### config.mk
export PLATFORM = sky130hd
export DESIGN_NAME = ad7476a_sample_averager
export DESIGN_NICKNAME = d
export VERILOG_FILES = /design/src/rtl/ad7476a_pkg.sv /design/src/rtl/ad7476a_sample_averager_strobe.sv /design/src/rtl/ad7476a_sample_averager.sv
export SDC_FILE = /design/constraint.sdc
export NUM_CORES = 1
export LEC_CHECK = 0
export ABC_AREA = 1
export CELL_PAD_IN_SITES_DETAIL_PLACEMENT = 1
export CELL_PAD_IN_SITES_GLOBAL_PLACEMENT = 2
export CORE_AREA = 2 2 91 93
export DETAILED_ROUTE_END_ITERATION = 8
export DIE_AREA = 0 0 93 95
export GPL_TIMING_DRIVEN = 0
export PLACE_DENSITY_LB_ADDON = 0.1
export SLEW_MARGIN = 20
export SYNTH_ARGS = -nofsm -noshare
export SYNTH_HDL_FRONTEND = slang
export SYNTH_SLANG_ARGS = --single-unit
export TNS_END_PERCENT = 30
### constraint.sdc
create_clock -name clk_i -period 2.4 [get_ports clk_i]
set_clock_uncertainty 0.1 [all_clocks]
set_input_delay 0.48 -clock clk_i [delete_from_list [all_inputs] [get_ports clk_i]]
set_output_delay 0.48 -clock clk_i [all_outputs]
set_load 0.01 [all_outputs]
### src/rtl/ad7476a_pkg.sv
// Shared definitions for the AD7476A sample averager: FSM encoding, default width, sample-period helper.
package ad7476a_pkg;

    typedef enum logic [1:0] {
        ST_IDLE    = 2'd0,
        ST_ARMED   = 2'd1,
        ST_REQUEST = 2'd2
    } avg_state_e;

    localparam int DATA_WIDTH_DEF = 12;
    localparam int MIN_PERIOD     = 64;

    function automatic int calc_period(input int clk_freq_hz, input int sample_rate_hz);
        return clk_freq_hz / sample_rate_hz;
    endfunction

endpackage

### src/rtl/ad7476a_sample_averager_strobe.sv
// Free-running period counter: one-cycle tick every PERIOD cycles while enabled, held at zero otherwise.
module periodic_strobe #(
    parameter int PERIOD = 100
) (
    input  logic clk_i,
    input  logic rst_i,
    input  logic enable_i,
    output logic tick_o
);

    localparam int              CW   = $clog2(PERIOD);
    localparam logic [CW-1:0]   LAST = CW'(PERIOD - 1);

    logic [CW-1:0] count_q, count_d;

    always_comb begin
        count_d = '0;
        if (enable_i) begin
            count_d = (count_q == LAST) ? '0 : count_q + CW'(1);
        end
    end

    always_ff @(posedge clk_i or posedge rst_i) begin
        if (rst_i) begin
            count_q <= '0;
        end else begin
            count_q <= count_d;
        end
    end

    assign tick_o = enable_i && (count_q == LAST);

endmodule

### src/rtl/ad7476a_sample_averager.sv
// Paces AD7476A conversions, block-averages 2**LOG2_AVG samples and offers the mean on a valid/ready stream.
module ad7476a_sample_averager
    import ad7476a_pkg::*;
#(
    parameter int CLK_FREQ_HZ    = 100000000,
    parameter int SAMPLE_RATE_HZ = 1000000,
    parameter int LOG2_AVG       = 2,
    parameter int DATA_WIDTH     = DATA_WIDTH_DEF
) (
    input  logic                  clk_i,
    input  logic                  rst_i,
    input  logic                  enable_i,
    input  logic                  clear_i,
    output logic                  request_o,
    input  logic [DATA_WIDTH-1:0] sample_i,
    input  logic                  sample_valid_i,
    output logic [DATA_WIDTH-1:0] avg_o,
    output logic                  avg_valid_o,
    input  logic                  avg_ready_i,
    output logic                  missed_o,
    output logic                  overrun_o
);

    localparam int PERIOD = calc_period(CLK_FREQ_HZ, SAMPLE_RATE_HZ);
    localparam int ACC_W  = DATA_WIDTH + LOG2_AVG;
    localparam int CNT_W  = (LOG2_AVG > 0) ? LOG2_AVG : 1;
    localparam logic [CNT_W-1:0] CNT_MAX = CNT_W'((1 << LOG2_AVG) - 1);

    generate
        if (PERIOD < MIN_PERIOD) begin : g_bad_period
            $error("ad7476a_sample_averager: sample period below 64 clocks");
        end
        if (LOG2_AVG < 0 || LOG2_AVG > 8) begin : g_bad_log2
            $error("ad7476a_sample_averager: LOG2_AVG out of range 0..8");
        end
    endgenerate

    logic tick;

    periodic_strobe #(.PERIOD(PERIOD)) u_strobe (
        .clk_i    (clk_i),
        .rst_i    (rst_i),
        .enable_i (enable_i),
        .tick_o   (tick)
    );

    avg_state_e            state_q, state_d;
    logic [ACC_W-1:0]      acc_q, acc_d;
    logic [CNT_W-1:0]      cnt_q, cnt_d;
    logic [DATA_WIDTH-1:0] avg_q, avg_d;
    logic                  avg_valid_q, avg_valid_d;
    logic                  missed_q, missed_d;
    logic                  overrun_q, overrun_d;
    logic                  accept;
    logic                  block_done;
    logic [ACC_W-1:0]      sum;
    logic [DATA_WIDTH-1:0] result;

    // The accumulator is sized so a full block of maximum samples cannot overflow.
    assign sum    = acc_q + ACC_W'(sample_i);
    assign result = DATA_WIDTH'(sum >> LOG2_AVG);

    always_comb begin
        state_d     = state_q;
        acc_d       = acc_q;
        cnt_d       = cnt_q;
        avg_d       = avg_q;
        avg_valid_d = avg_valid_q;
        missed_d    = missed_q & ~clear_i;
        overrun_d   = overrun_q & ~clear_i;
        accept      = 1'b0;
        block_done  = 1'b0;

        case (state_q)
            ST_IDLE: begin
                acc_d = '0;
                cnt_d = '0;
                if (enable_i) state_d = ST_ARMED;
            end
            ST_ARMED: begin
                if (!enable_i)  state_d = ST_IDLE;
                else if (tick)  state_d = ST_REQUEST;
            end
            ST_REQUEST: begin
                // A pending conversion always completes, even after disable.
                if (sample_valid_i) begin
                    accept  = 1'b1;
                    state_d = enable_i ? ST_ARMED : ST_IDLE;
                end else if (tick) begin
                    missed_d = 1'b1;
                end
            end
            default: state_d = ST_IDLE;
        endcase

        if (accept) begin
            if (cnt_q != CNT_MAX) begin
                acc_d = sum;
                cnt_d = cnt_q + CNT_W'(1);
            end else begin
                acc_d      = '0;
                cnt_d      = '0;
                block_done = 1'b1;
            end
        end

        if (avg_valid_q && avg_ready_i) avg_valid_d = 1'b0;

        if (block_done) begin
            if (!avg_valid_q || avg_ready_i) begin
                avg_d       = result;
                avg_valid_d = 1'b1;
            end else begin
                overrun_d = 1'b1;
            end
        end
    end

    always_ff @(posedge clk_i or posedge rst_i) begin
        if (rst_i) begin
            state_q     <= ST_IDLE;
            acc_q       <= '0;
            cnt_q       <= '0;
            avg_q       <= '0;
            avg_valid_q <= 1'b0;
            missed_q    <= 1'b0;
            overrun_q   <= 1'b0;
        end else begin
            state_q     <= state_d;
            acc_q       <= acc_d;
            cnt_q       <= cnt_d;
            avg_q       <= avg_d;
            avg_valid_q <= avg_valid_d;
            missed_q    <= missed_d;
            overrun_q   <= overrun_d;
        end
    end

    // Dropping in the strobe cycle keeps the ADC interface from re-triggering.
    assign request_o   = (state_q == ST_REQUEST) && !sample_valid_i;
    assign avg_o       = avg_q;
    assign avg_valid_o = avg_valid_q;
    assign missed_o    = missed_q;
    assign overrun_o   = overrun_q;

endmodule
# ---- After elaboration in Yosys (flattened, before gate mapping)
# Cells that the tools add are included.
dict set report totals {
  regBits 40
  in_bits 18
  out_inout_bits 16
}
dict set report op_classes {
  add_sub_neg 3
  n_eq_ne 7
  mux 26
  n_bitwise 3
  reduce_logical 10
}
# op count
set ops {}
lappend ops {{$mux W14} 3}
lappend ops {{$add A14 B12 Y14} 1}
lappend ops {{$mux W2} 7}
lappend ops {{$mux W7} 2}
lappend ops {{$mux W1} 13}
lappend ops {{$add A7 B1 Y7 const B} 1}
lappend ops {{$eq A7 B7 Y1 const B} 1}
lappend ops {{$ne A2 B2 Y1 const B} 3}
lappend ops {{$pmux W2 S3} 1}
lappend ops {{$logic_and A1 B1 Y1} 3}
lappend ops {{$ne A3 B3 Y1 const B} 1}
lappend ops {{$reduce_and A3 Y1} 1}
lappend ops {{$add A2 B1 Y2 const B} 1}
lappend ops {{$and A1 B1 Y1} 2}
lappend ops {{$eq A2 B1 Y1 const B} 1}
lappend ops {{$eq A2 B2 Y1 const B} 1}
lappend ops {{$logic_not A1 Y1} 2}
lappend ops {{$logic_not A2 Y1} 1}
lappend ops {{$reduce_and A2 Y1} 1}
lappend ops {{$reduce_bool A2 Y1} 1}
lappend ops {{$logic_or A1 B1 Y1} 1}
lappend ops {{$not A1 Y1} 1}

# ---- Depth between registers and ports, before layout
# Gate-level depths: netlist of run 1.
dict set report logic_depth {
  word_depth 5
  ltp_mapped 10
  ltp_nobuf 10
}

# ---- Cells and area by module
# Synthesis of run 1 repeated with hierarchy kept, for this count alone.
dict set report unflattened {
  hier_cells 328
  area_unflattened_um2 2433.6
}
# mod instances cells_each area_per_inst_um2
set by_module_without_submodules {}
lappend by_module_without_submodules {ad7476a_sample_averager 1 284 2075.7}
lappend by_module_without_submodules {periodic_strobe 1 44 357.8}

# ---- Worst setup path before layout of run 1
# OpenSTA, ideal clock, no wires.
dict set report synth_path {
  kind {input -> register}
  startpoint {input port sample_i[0]}
  endpoint {register acc_q[6]}
  setup_time_ns 0.066
  arrival_time_ns 1.755
  t_required_ns 2.234
  path_slack_ns 0.479
  cell_stages 8
  n_path_buf 0
  path_cell_list {ha_1 -> fa_1 -> nand3_1 -> nand3_1 -> a21oi_1 -> xnor2_1 -> nand2_1 -> nand2_1}
}
dict set report synth_via {
  elab_chain_cells 3
}
# element line_no
set synth_rtl {}
lappend synth_rtl {{from (decl)} ad7476a_sample_averager.sv:15} ;# input logic [DATA_WIDTH-1:0] sample_i,
lappend synth_rtl {{$add A14 B12 Y14} ad7476a_sample_averager.sv:60} ;# assign sum = acc_q + ACC_W'(sample_i);
lappend synth_rtl {{$mux W14} ad7476a_sample_averager.sv:97} ;# if (cnt_q != CNT_MAX) begin
lappend synth_rtl {{$mux W14} ad7476a_sample_averager.sv:96} ;# if (accept) begin
lappend synth_rtl {{to (signal assigned)} ad7476a_sample_averager.sv:122} ;# acc_q <= '0;
lappend synth_rtl {{to (signal assigned)} ad7476a_sample_averager.sv:130} ;# acc_q <= acc_d;
lappend synth_rtl {{to (decl)} ad7476a_sample_averager.sv:48} ;# logic [ACC_W-1:0] acc_q, acc_d;
# No other way between the ends.
# A chain may end at the register's enable or synchronous reset.

# ---- Worst setup path in the final report of run 1
dict set report layout_path {
  startpoint {input port sample_i[0]}
  endpoint {register avg_q[4], in the netlist avg_o[4]}
}
dict set report layout_via {
  elab_chain_cells 1
}
# element line_no
set layout_rtl {}
lappend layout_rtl {{$add A14 B12 Y14} ad7476a_sample_averager.sv:60}
lappend layout_rtl {{to (signal assigned)} ad7476a_sample_averager.sv:132} ;# avg_q <= avg_d;
lappend layout_rtl {{to (decl)} ad7476a_sample_averager.sv:50} ;# logic [DATA_WIDTH-1:0] avg_q, avg_d;
# No other way between the ends.

==> results.md, run 1 <==
- I/O pin cnt: 34
- CP peak stage delay: 450 ps
- Pin count of the biggest net entering global routing: 33
- Synth Area in Compound Gates: 7.431%
- Number of synthesized register bits: 40
- Worst-path clk slew: 80 ps
- First-pass GRT wire length: 10.56 mm
- Routed len/inst: 13.53 um
- Crit path capture type: flop
- Yosys cell types: 31
- Leakage: 0.001554 uW
- Source of the critical timing path: sample_i[0]
- Worst setup endpoint: avg_o[4]
- Worst R2R Start: acc_q[0]
- Total grt overflow: 0
- Max-slew headroom: 64.84%
- FF-to-FF setup slack: 340 ps
- Final slew viol count: 0
- Remaining antenna violation count: 0
- Met1 wire length: 2.928 mm
- Hold-fix buffers, CTS: 0
- Row cnt: 33
- Crit path DAT: 2430 ps
- RSZ-0062 raised after global routing: yes
- Initial antenna violation count: 0
- Placed inst area: 0.002873 mm2
- Num CTS Buffers: 5
- Gr usage total: 15.53%
- DR iter-0 viols: 50
- Worst-path maximum fanout: 4
- Post-layout util: 37.36%
- Number of global-route vias before repair: 2188
- CTS root buf: clkbuf_8
- HPWL Detailed: 5.068 mm
- Met2 wire len: 3.028 mm
- Residual DRC: 0
- P&R area growth vs syn: 23.86%
- Final Critical Period: 2288 ps
- Via density: 4.595
- PwrDens: 424.2 mW/mm2
- Max-cap violations: 0
- Net Sw Frac: 25.96%
- Routed WL: 6.184 mm
- Post-synthesis xor/xnor area fraction: 2.930%
- DRT Pass-1 Iters: 4
- Slowest-stage cell, CP: fa_1
- Peak supply drop: 0.2140 mV
- Ys Warns: 0
- Post_cts resized: 0
- Layout cells sized above 1: 7.102%
- Max Used Layer: met4
- Routability-driven placement congestion ratio: 0.7437
- CTS sink cnt: 40
- Sw Pwr: 326.1 uW
- Clk buf depth: 2
- Mux contribution to synthesized area: 0%
- Vias: 2100
- Final hold vios: 0
- Critical-path cell list: clkdlybuf4s50_1 -> ha_1 -> fa_1 -> nand3_1 -> nand3_1 -> a21oi_1 -> xnor2_1 -> nand2_1 -> nand2_1
- Adder and majority gate portion of the synthesized area: 8.163%
- Slew @ Worst Pin: 527.4 ps
- Total length of routed met3 wires: 163 um
- Synthesized area: 0.002391 mm2
- Post-synthesis instance total: 311
- CORE AREA: 0.007928 mm2
- Insertion delay to the later sink of the worst-skew pair: 290 ps
- Syn nets: 344
- Part of the Yosys area used for sequential elements: 41.86%
- Buffers on Ports: 33
- Post-route cell area: 0.002962 mm2
- Syn_area_per_cell: 7.688 um2
- P_int: 930.1 uW
- Fin crit share: 95.34%
- Simple-gate share of the synthesized area: 31.40%
- Die X-Extent: 93 um
- CTS HTree Levels: 2
- CP required: 2540 ps
- Main combinational cell family by area after synthesis: simple AND/OR/NAND/NOR gates
- Setup crit start kind: input port
- Min-delay worst type: in2async
- Reg2Reg Depth: 8
- Reg-to-reg endpoint: avg_o[4]
- Die Y: 95 um
- Starting density of the core: 30.16%
- Die area: 0.008835 mm2
- Combinational share of power: 10.4%
- Final setup viols: 0
- Status: finished clean
- Overall Power: 1256 uW
- Highest Clock Rate: 437.0 MHz
- CTS tree: yes
- Post-CTS Setup Bufs: 0
- Antenna diode count: 0
- Fill cells: 975
- Final Net Count: 385
- Clk pwr share: 35.1%
- Seq pwr share: 54.6%
- Critical Setup Path Class: in2reg
registers in the layout (all words and copies together) (netlist names):
register / cells
u_strobe.count_q: 7
acc_q: 14
missed_o: 1
avg_o: 12
cnt_q: 2
state_q: 2
overrun_o: 1
avg_valid_o: 1
power groups by stage:
stage / clock network (uW) / registers, uW / logic, uW
6_report: 440 / 686 / 130
4_1_cts: 463 / 686 / 134
5_1_grt: 476 / 687 / 148
2_1_floorplan: 0 / 698 / 70.6
3_3_place_gp: 0 / 699 / 129
3_5_place_dp: 0 / 699 / 134
per-stage QoR:
step	setup TNS [ps]	hold slack, ps	setup WS (ps)	cells
global placement	-5291	348.2	-221.1	449
detailed placement	-1996	355.4	-250.4	450
floorplan	0	330.5	479.2	311
CTS	0	316.7	67.42	457
finish	0	324.6	111.9	457
global route	-46.40	346.0	-29.16	457
synthesized netlist by cell type, drive strengths merged:
library cell,count,area [um2]
nand3,26,130.1
xnor2,6,52.55
dfrtp,40,1001
clkinv,1,3.750
buf,1,15.01
o32ai,1,8.760
a22o,3,26.28
nand4,4,25.02
nor3,2,10.01
fa,1,20.02
o21ai,13,76.32
a32o,1,10.01
xor2,2,17.52
nand2,111,429.2
inv,45,173.9
nand3b,1,7.510
ha,14,175.2
a21oi,10,50.05
nor2,25,133.9
o22ai,1,6.260
clkbuf,1,3.750
or2,2,15.02
cell type report:
cell class              instances  area (um2)  share of cell area, %
well taps                     105       131.4                  4.436
inverters                      46       177.7                  5.999
multi-input cells             223        1201                  40.56
clock inverters                 2       12.51                 0.4225
flip-flops and latches         40        1001                  33.80
clock buffers                   5       68.82                  2.324
repair buffers                 34       350.3                  11.83
plain buffers                   2       18.77                 0.6337
kinds of logic (layout without fill, tap and decap cells):
logic type / count (synthesis) / after routing
AO/OA/AOI/OAI: 29 / 29
XOR/XNOR: 8 / 8
adder cells (fa/ha/maj): 15 / 15
buffers and inverters: 48 / 89
flip-flops: 40 / 40
AND/OR/NAND/NOR: 171 / 171
worst min path at each step:
stage	startpoint	end	slack, ps	depth (start not counted)
floorplan	u_strobe.count_q[0]	u_strobe.count_q[0]	330	1
global route	rst_i	u_strobe.count_q[3]	350	2
finish	rst_i	u_strobe.count_q[5]	320	2
detailed placement	u_strobe.count_q[6]	u_strobe.count_q[6]	360	1
global placement	u_strobe.count_q[6]	u_strobe.count_q[6]	350	1
CTS	rst_i	u_strobe.count_q[5]	320	2
worst max-delay path: cells and delay by family:
family                     cells  cell delay [ps]
buffers and inverters          1              410
AOI/OAI and AO/OA              1              210
adders and majority gates      2              700
and+or+nand+nor                4              450
xor gates and xnor gates       1              180
routing by layer:
metal	up-vias	global-route usage [%]
met5	-	0
met4	0	4.044
met3	4	3.272
met2	24	26.57
met1	1003	20.04
li1	1069	-
cell usage in the layout (no fill, tap or decap), drive strengths merged, types with 4 or more instances in the layout:
master         Yosys  layout
inv               45      45
a21oi             10      10
ha                14      14
nand3             26      26
nand4              4       4
nor2              25      25
dfrtp             40      40
clkbuf             1       6
clkdlybuf4s50      0      33
nand2            111     111
xnor2              6       6
o21ai             13      13
(Power assumes the default switching activity.)
==> run 2: changes to the inputs <==
- CTS_BUF_LIST: default -> sky130_fd_sc_hd__clkbuf_8 sky130_fd_sc_hd__clkbuf_16
==> results of run 2 <==
Same layout as run 1: the final DEF is identical, and so are final timing and power.
